## config.mk

```make
export PLATFORM = sky130hd
export DESIGN_NAME = led_pwm_fader
export DESIGN_NICKNAME = d
export VERILOG_FILES = /design/src/rtl/led_pwm_fader.sv
export SDC_FILE = /design/constraint.sdc
export NUM_CORES = 1
export LEC_CHECK = 0
export BUFFER_PORTS_ARGS = -buffer_cell sky130_fd_sc_hd__buf_2
export CAP_MARGIN = 20
export CORE_AREA = 2 2 72 108
export DETAILED_ROUTE_END_ITERATION = 7
export DIE_AREA = 0 0 74 110
export GPL_ROUTABILITY_DRIVEN = 0
export PLACE_DENSITY = 0.8
export SYNTH_ARGS = -nofsm -noshare
export SYNTH_HDL_FRONTEND = slang
export SYNTH_SLANG_ARGS = --single-unit
export TNS_END_PERCENT = 30
```

## constraint.sdc

```tcl
create_clock -name CLOCK_50 -period 4.15 [get_ports CLOCK_50]
set_input_delay 0.2075 -clock CLOCK_50 [delete_from_list [all_inputs] [get_ports CLOCK_50]]
set_output_delay 0.2075 -clock CLOCK_50 [all_outputs]
set_load 0.01 [all_outputs]
```

## src/rtl/led_pwm_fader.sv

```systemverilog
// Multi-channel LED PWM brightness engine. Duty changes only at the PWM period
// boundary, either as an instant jump or as a one-LSB ramp step every STEP_DIV periods.

module led_pwm_fader_lane (
  input  logic       clk,
  input  logic       reset,
  input  logic       wr,
  input  logic [7:0] wr_target,
  input  logic       wr_instant,
  input  logic       boundary,
  input  logic       step,
  input  logic [7:0] slot_cnt,
  output logic [7:0] duty,
  output logic       pwm,
  output logic       done
);
  logic [7:0] target;
  logic       pend_inst;
  logic [7:0] duty_nxt;

  always_comb begin
    duty_nxt = duty;
    if (pend_inst)                    duty_nxt = target;
    else if (step && duty < target)   duty_nxt = duty + 8'd1;
    else if (step && duty > target)   duty_nxt = duty - 8'd1;
  end

  always_ff @(posedge clk) begin
    if (reset) begin
      target    <= '0;
      pend_inst <= 1'b0;
      duty      <= '0;
      pwm       <= 1'b0;
      done      <= 1'b0;
    end else begin
      pwm  <= (slot_cnt < duty);
      done <= boundary && (duty_nxt != duty) && (duty_nxt == target);
      if (boundary) begin
        duty      <= duty_nxt;
        pend_inst <= 1'b0;
      end
      // a command landing on the boundary cycle wins over the clear above,
      // so it is applied at the following boundary
      if (wr) begin
        target    <= wr_target;
        pend_inst <= wr_instant;
      end
    end
  end
endmodule

module led_pwm_fader #(
  parameter int CHANNELS = 2,
  parameter int PRESCALE = 195,
  parameter int STEP_DIV = 4,
  localparam int CW = (CHANNELS > 1) ? $clog2(CHANNELS) : 1
) (
  input  logic                  CLOCK_50,
  input  logic                  reset,
  input  logic                  cmd_valid,
  output logic                  cmd_ready,
  input  logic [CW-1:0]         cmd_chan,
  input  logic [7:0]            cmd_target,
  input  logic                  cmd_instant,
  output logic [CHANNELS-1:0]   pwm_out,
  output logic [8*CHANNELS-1:0] level,
  output logic [CHANNELS-1:0]   ramp_done
);
  localparam int PW = $clog2(PRESCALE);
  localparam int SW = (STEP_DIV > 1) ? $clog2(STEP_DIV) : 1;

  logic [PW-1:0]               pre_cnt;
  logic [7:0]                  slot_cnt;
  logic [SW-1:0]               step_cnt;
  logic                        tick, boundary, step, accept;
  logic [CHANNELS-1:0]         lane_wr;
  logic [CHANNELS-1:0][7:0]    duty;

  assign cmd_ready = ~reset;
  assign accept    = cmd_valid && cmd_ready;
  assign tick      = (pre_cnt == PW'(PRESCALE - 1));
  assign boundary  = tick && (slot_cnt == 8'd255);
  assign step      = boundary && (step_cnt == SW'(STEP_DIV - 1));
  assign level     = duty;

  always_ff @(posedge CLOCK_50) begin
    if (reset) begin
      pre_cnt  <= '0;
      slot_cnt <= '0;
      step_cnt <= '0;
    end else begin
      pre_cnt <= tick ? '0 : pre_cnt + PW'(1);
      if (tick) slot_cnt <= slot_cnt + 8'd1;
      if (boundary) step_cnt <= (step_cnt == SW'(STEP_DIV - 1)) ? '0 : step_cnt + SW'(1);
    end
  end

  // out-of-range channel numbers match no lane and are dropped
  for (genvar i = 0; i < CHANNELS; i++) begin : g_lane
    assign lane_wr[i] = accept && (32'(cmd_chan) == i);
    led_pwm_fader_lane u_lane (
      .clk        (CLOCK_50),
      .reset      (reset),
      .wr         (lane_wr[i]),
      .wr_target  (cmd_target),
      .wr_instant (cmd_instant),
      .boundary   (boundary),
      .step       (step),
      .slot_cnt   (slot_cnt),
      .duty       (duty[i]),
      .pwm        (pwm_out[i]),
      .done       (ramp_done[i])
    );
  end
endmodule

```

==> flow_summary.toml <==
[synth]
yosys_register_bits = 56
synth_edf_count = 0
syn-num-nets = 603
synth_cells = 552
syn-cell-area_sq_um = 4257
seq_area_frac_synth_pct = 26.34
ys.flop_type = "dfxtp_1"
avgSynthCellArea_sq_um = 7.711
synthArstFlopShare_pct = 0
yosysUniqueCellTypes = 61
synth_top_area_share_pct = 26.34
synthTopCellsByArea = "dfxtp_1 (26%), ha_1 (11%), nor2_1 (5.4%), xnor2_1 (4.7%), nand2_1 (4.1%)"
yosysWarnings = 0
yosysTopAreaCell = "dfxtp_1"

[clock_tree]
cts_tree = "yes"
clock_sink_count = 56
post_cts_resize_count = 0
clk_latency_ns = 0.32
cts_buffers = 5
cts_setup_buffers = 0
ctsRootBufferMaster = "clkbuf_8"
cts_max_level = 2
cts_buffer_depth = 2
cts_hold_buf = 0
clk_pin_slew_worst_paths_ns = 0.11

[grt]
grt_antenna_before_repair = 0
grt-ovfl-total = 0
track_usage_pct = 31.33
grt_pass1_wl_um = 19800
grt_pass1_vias = 4055
grt_max_degree = 38

[pwr]
leakage_nw = 1.777
power-per-cell-area_nw_per_um2 = 237.8
power_mw = 1.089
ir_drop_mv = 0.2033

[sta]
tightest_slew_ns = 0.9989
holdWs_ns = 0.09168
slew_violations = 0
clock_skew_ns = 0.01200
maxClockFrequency_mhz = 285.2
setup_violations = 0
fin_setup_tns_ns = 0
finalCritPeriodShare_pct = 84.50
fin_ws_ns = 0.6432
rsz0062_at_grt = "no"
slew-limit-headroom_pct = 33.11
hold_violations = 0
period_needed_ns = 3.507

[worst_hold_path]
hold_start = "cmd_target[0]"
hp-class = "in -> reg"

[route]
drtIter0Drc = 495
viasPerCell = 6.369
drt-total-wl_um = 12090
antenna_left = 0
drt-wirelength-per-cell_um = 18.05
num_vias = 4267
drt-pass1-iter-count = 5
remaining_drc_errors = 0

[floorplan]
core_area_sq_um = 7179
num_rows = 38
die_w_um = 74
die-area_sq_um = 8140
die_h_um = 110
initial_utilization_pct = 59.29
ios = 34

[layout]
n_antenna_cell = 0
fin_cells = 670
layout.nets = 620
drive_above_1_share_pct = 10.53
fill_cells = 632
syn_to_final_growth_pct = 7.554

[worst_setup_path]
reg2reg_from = "slot_cnt[1]"
worst-path-buf-inv = 0
crit_chain = "ha_1, nand4_1, or4b_1, nor2_1, o21ai_1, and3_1, o21a_1, nor3_1, a41oi_1, a2111oi_2"
slowest_stage = "or4b_1"
critical_path_class = "reg -> reg"
worst_setup_path_end_kind = "flop"
crit_fanout = 17
cp_top_family = "simple AND/OR/NAND/NOR gates"
worstPathArrival_ns = 3.74
cpPeakStageDelay_ns = 0.84
required_ns = 4.38
crit_start = "slot_cnt[1]"
r2r_slack_ns = 0.64
startpoint_type = "flop"

[placed_design]
portBuffers = 33
dp_hpwl_um = 9068
place_inst = 662
pre_cts_slack_ns = 0.6975

[flow_run]
maxCapViolCount = 0

[run_status]
status = "complete, no violations"
## per-layer routing
| layer | routed length (um) | global-route usage [%] |
|---|---|---|
| met1 | 4627 | 36.53 |
| met2 | 6114 | 54.34 |
| met3 | 704 | 4.273 |
| met4 | 646 | 17.01 |
| met5 | 0 | 0 |
## sequential cells by signal, summed over array words and instances, names as in the netlist
signal	flops
g_lane.u_lane.done	2
g_lane.u_lane.duty	16
g_lane.u_lane.pend_inst	2
g_lane.u_lane.pwm	2
g_lane.u_lane.target	16
pre_cnt	8
slot_cnt	8
step_cnt	2
## Yosys cell counts, types with 2 or more instances
library cell / instances
nor2_1: 61
dfxtp_1: 56
nand2_1: 46
ha_1: 38
inv_1: 36
a21oi_1: 30
clkbuf_1: 25
xnor2_1: 23
o21ai_0: 22
nand3_1: 21
o31ai_1: 17
xor2_1: 16
nor3_1: 15
nand4_1: 11
a21o_1: 10
and3_1: 9
a211oi_1: 8
a22oi_1: 8
nor4_1: 7
nor2b_1: 6
a22o_1: 5
mux2i_1: 5
nand2b_1: 5
o22ai_1: 5
a31oi_1: 4
a32o_1: 4
and2_1: 4
and4_1: 4
buf_4: 4
o21a_1: 4
a32oi_1: 3
a41oi_1: 3
nor3_2: 3
o211ai_1: 3
a311oi_1: 2
nor4b_1: 2
o21ai_1: 2
o311ai_0: 2
## cells by family after synthesis
family	count (synthesis)	share of synthesized area, %
xor+xnor	39	8.025
fa+ha+maj	38	11.17
simple gates	203	23.72
flops	56	26.34
mux	6	1.440
compound gates	142	22.93
buf+inv	68	6.378
## final cells by class
cell class              instances  area, sq um  area share, %
repair buffers                 41        225.2          4.919
clock buffers                   7        86.33          1.886
multi-input cells             428         2874          62.78
inverters                      37        138.9          3.034
clock inverters                 1        7.507         0.1640
well taps                     100        125.1          2.733
flip-flops and latches         56         1121          24.49
## worst min-delay path, stage by stage
cell	delay, ns
buf_2	0.09
nand2_1	0.05
nand2_1	0.04
## layout by cell type (no fill, tap or decap), types with 5 or more instances in the layout
| cell type | count |
|---|---|
| nor2_1 | 61 |
| dfxtp_1 | 56 |
| nand2_1 | 46 |
| ha_1 | 38 |
| inv_1 | 36 |
| buf_2 | 33 |
| a21oi_1 | 30 |
| xnor2_1 | 23 |
| o21ai_0 | 22 |
| nand3_1 | 21 |
| o31ai_1 | 17 |
| xor2_1 | 16 |
| nor3_1 | 14 |
| nand4_1 | 11 |
| a21o_1 | 10 |
| and3_1 | 9 |
| a211oi_1 | 8 |
| a22oi_1 | 8 |
| buf_4 | 8 |
| nor4_1 | 7 |
| nor2b_1 | 6 |
| clkbuf_8 | 6 |
| mux2i_1 | 5 |
| o22ai_1 | 5 |
| a22o_1 | 5 |
| nand2b_1 | 5 |
## final timing paths
kind	end	cells after the start
worst max-delay path	g_lane[1].u_lane.done	10
worst min-delay path	g_lane[1].u_lane.target[0]	3
worst max register to register	g_lane[1].u_lane.done	10
worst min register to register	step_cnt[1]	2
## report_power, final
group          total, mW  internal (mW)  switching [mW]
registers          0.571          0.550          0.0207
logic              0.195         0.0719           0.123
clock network      0.323          0.136           0.187
total               1.09          0.759           0.330
## per-stage QoR
stage / cell area (sq um) / util, %
2_1_floorplan: 4257 / -
3_3_place_gp: 4484 / 62.46
3_5_place_dp: 4484 / 62.46
4_1_cts: 4578 / 63.77
5_1_grt: 4578 / 63.77
6_report: 4578 / 63.77
Power figures use the tool's default switching activity.
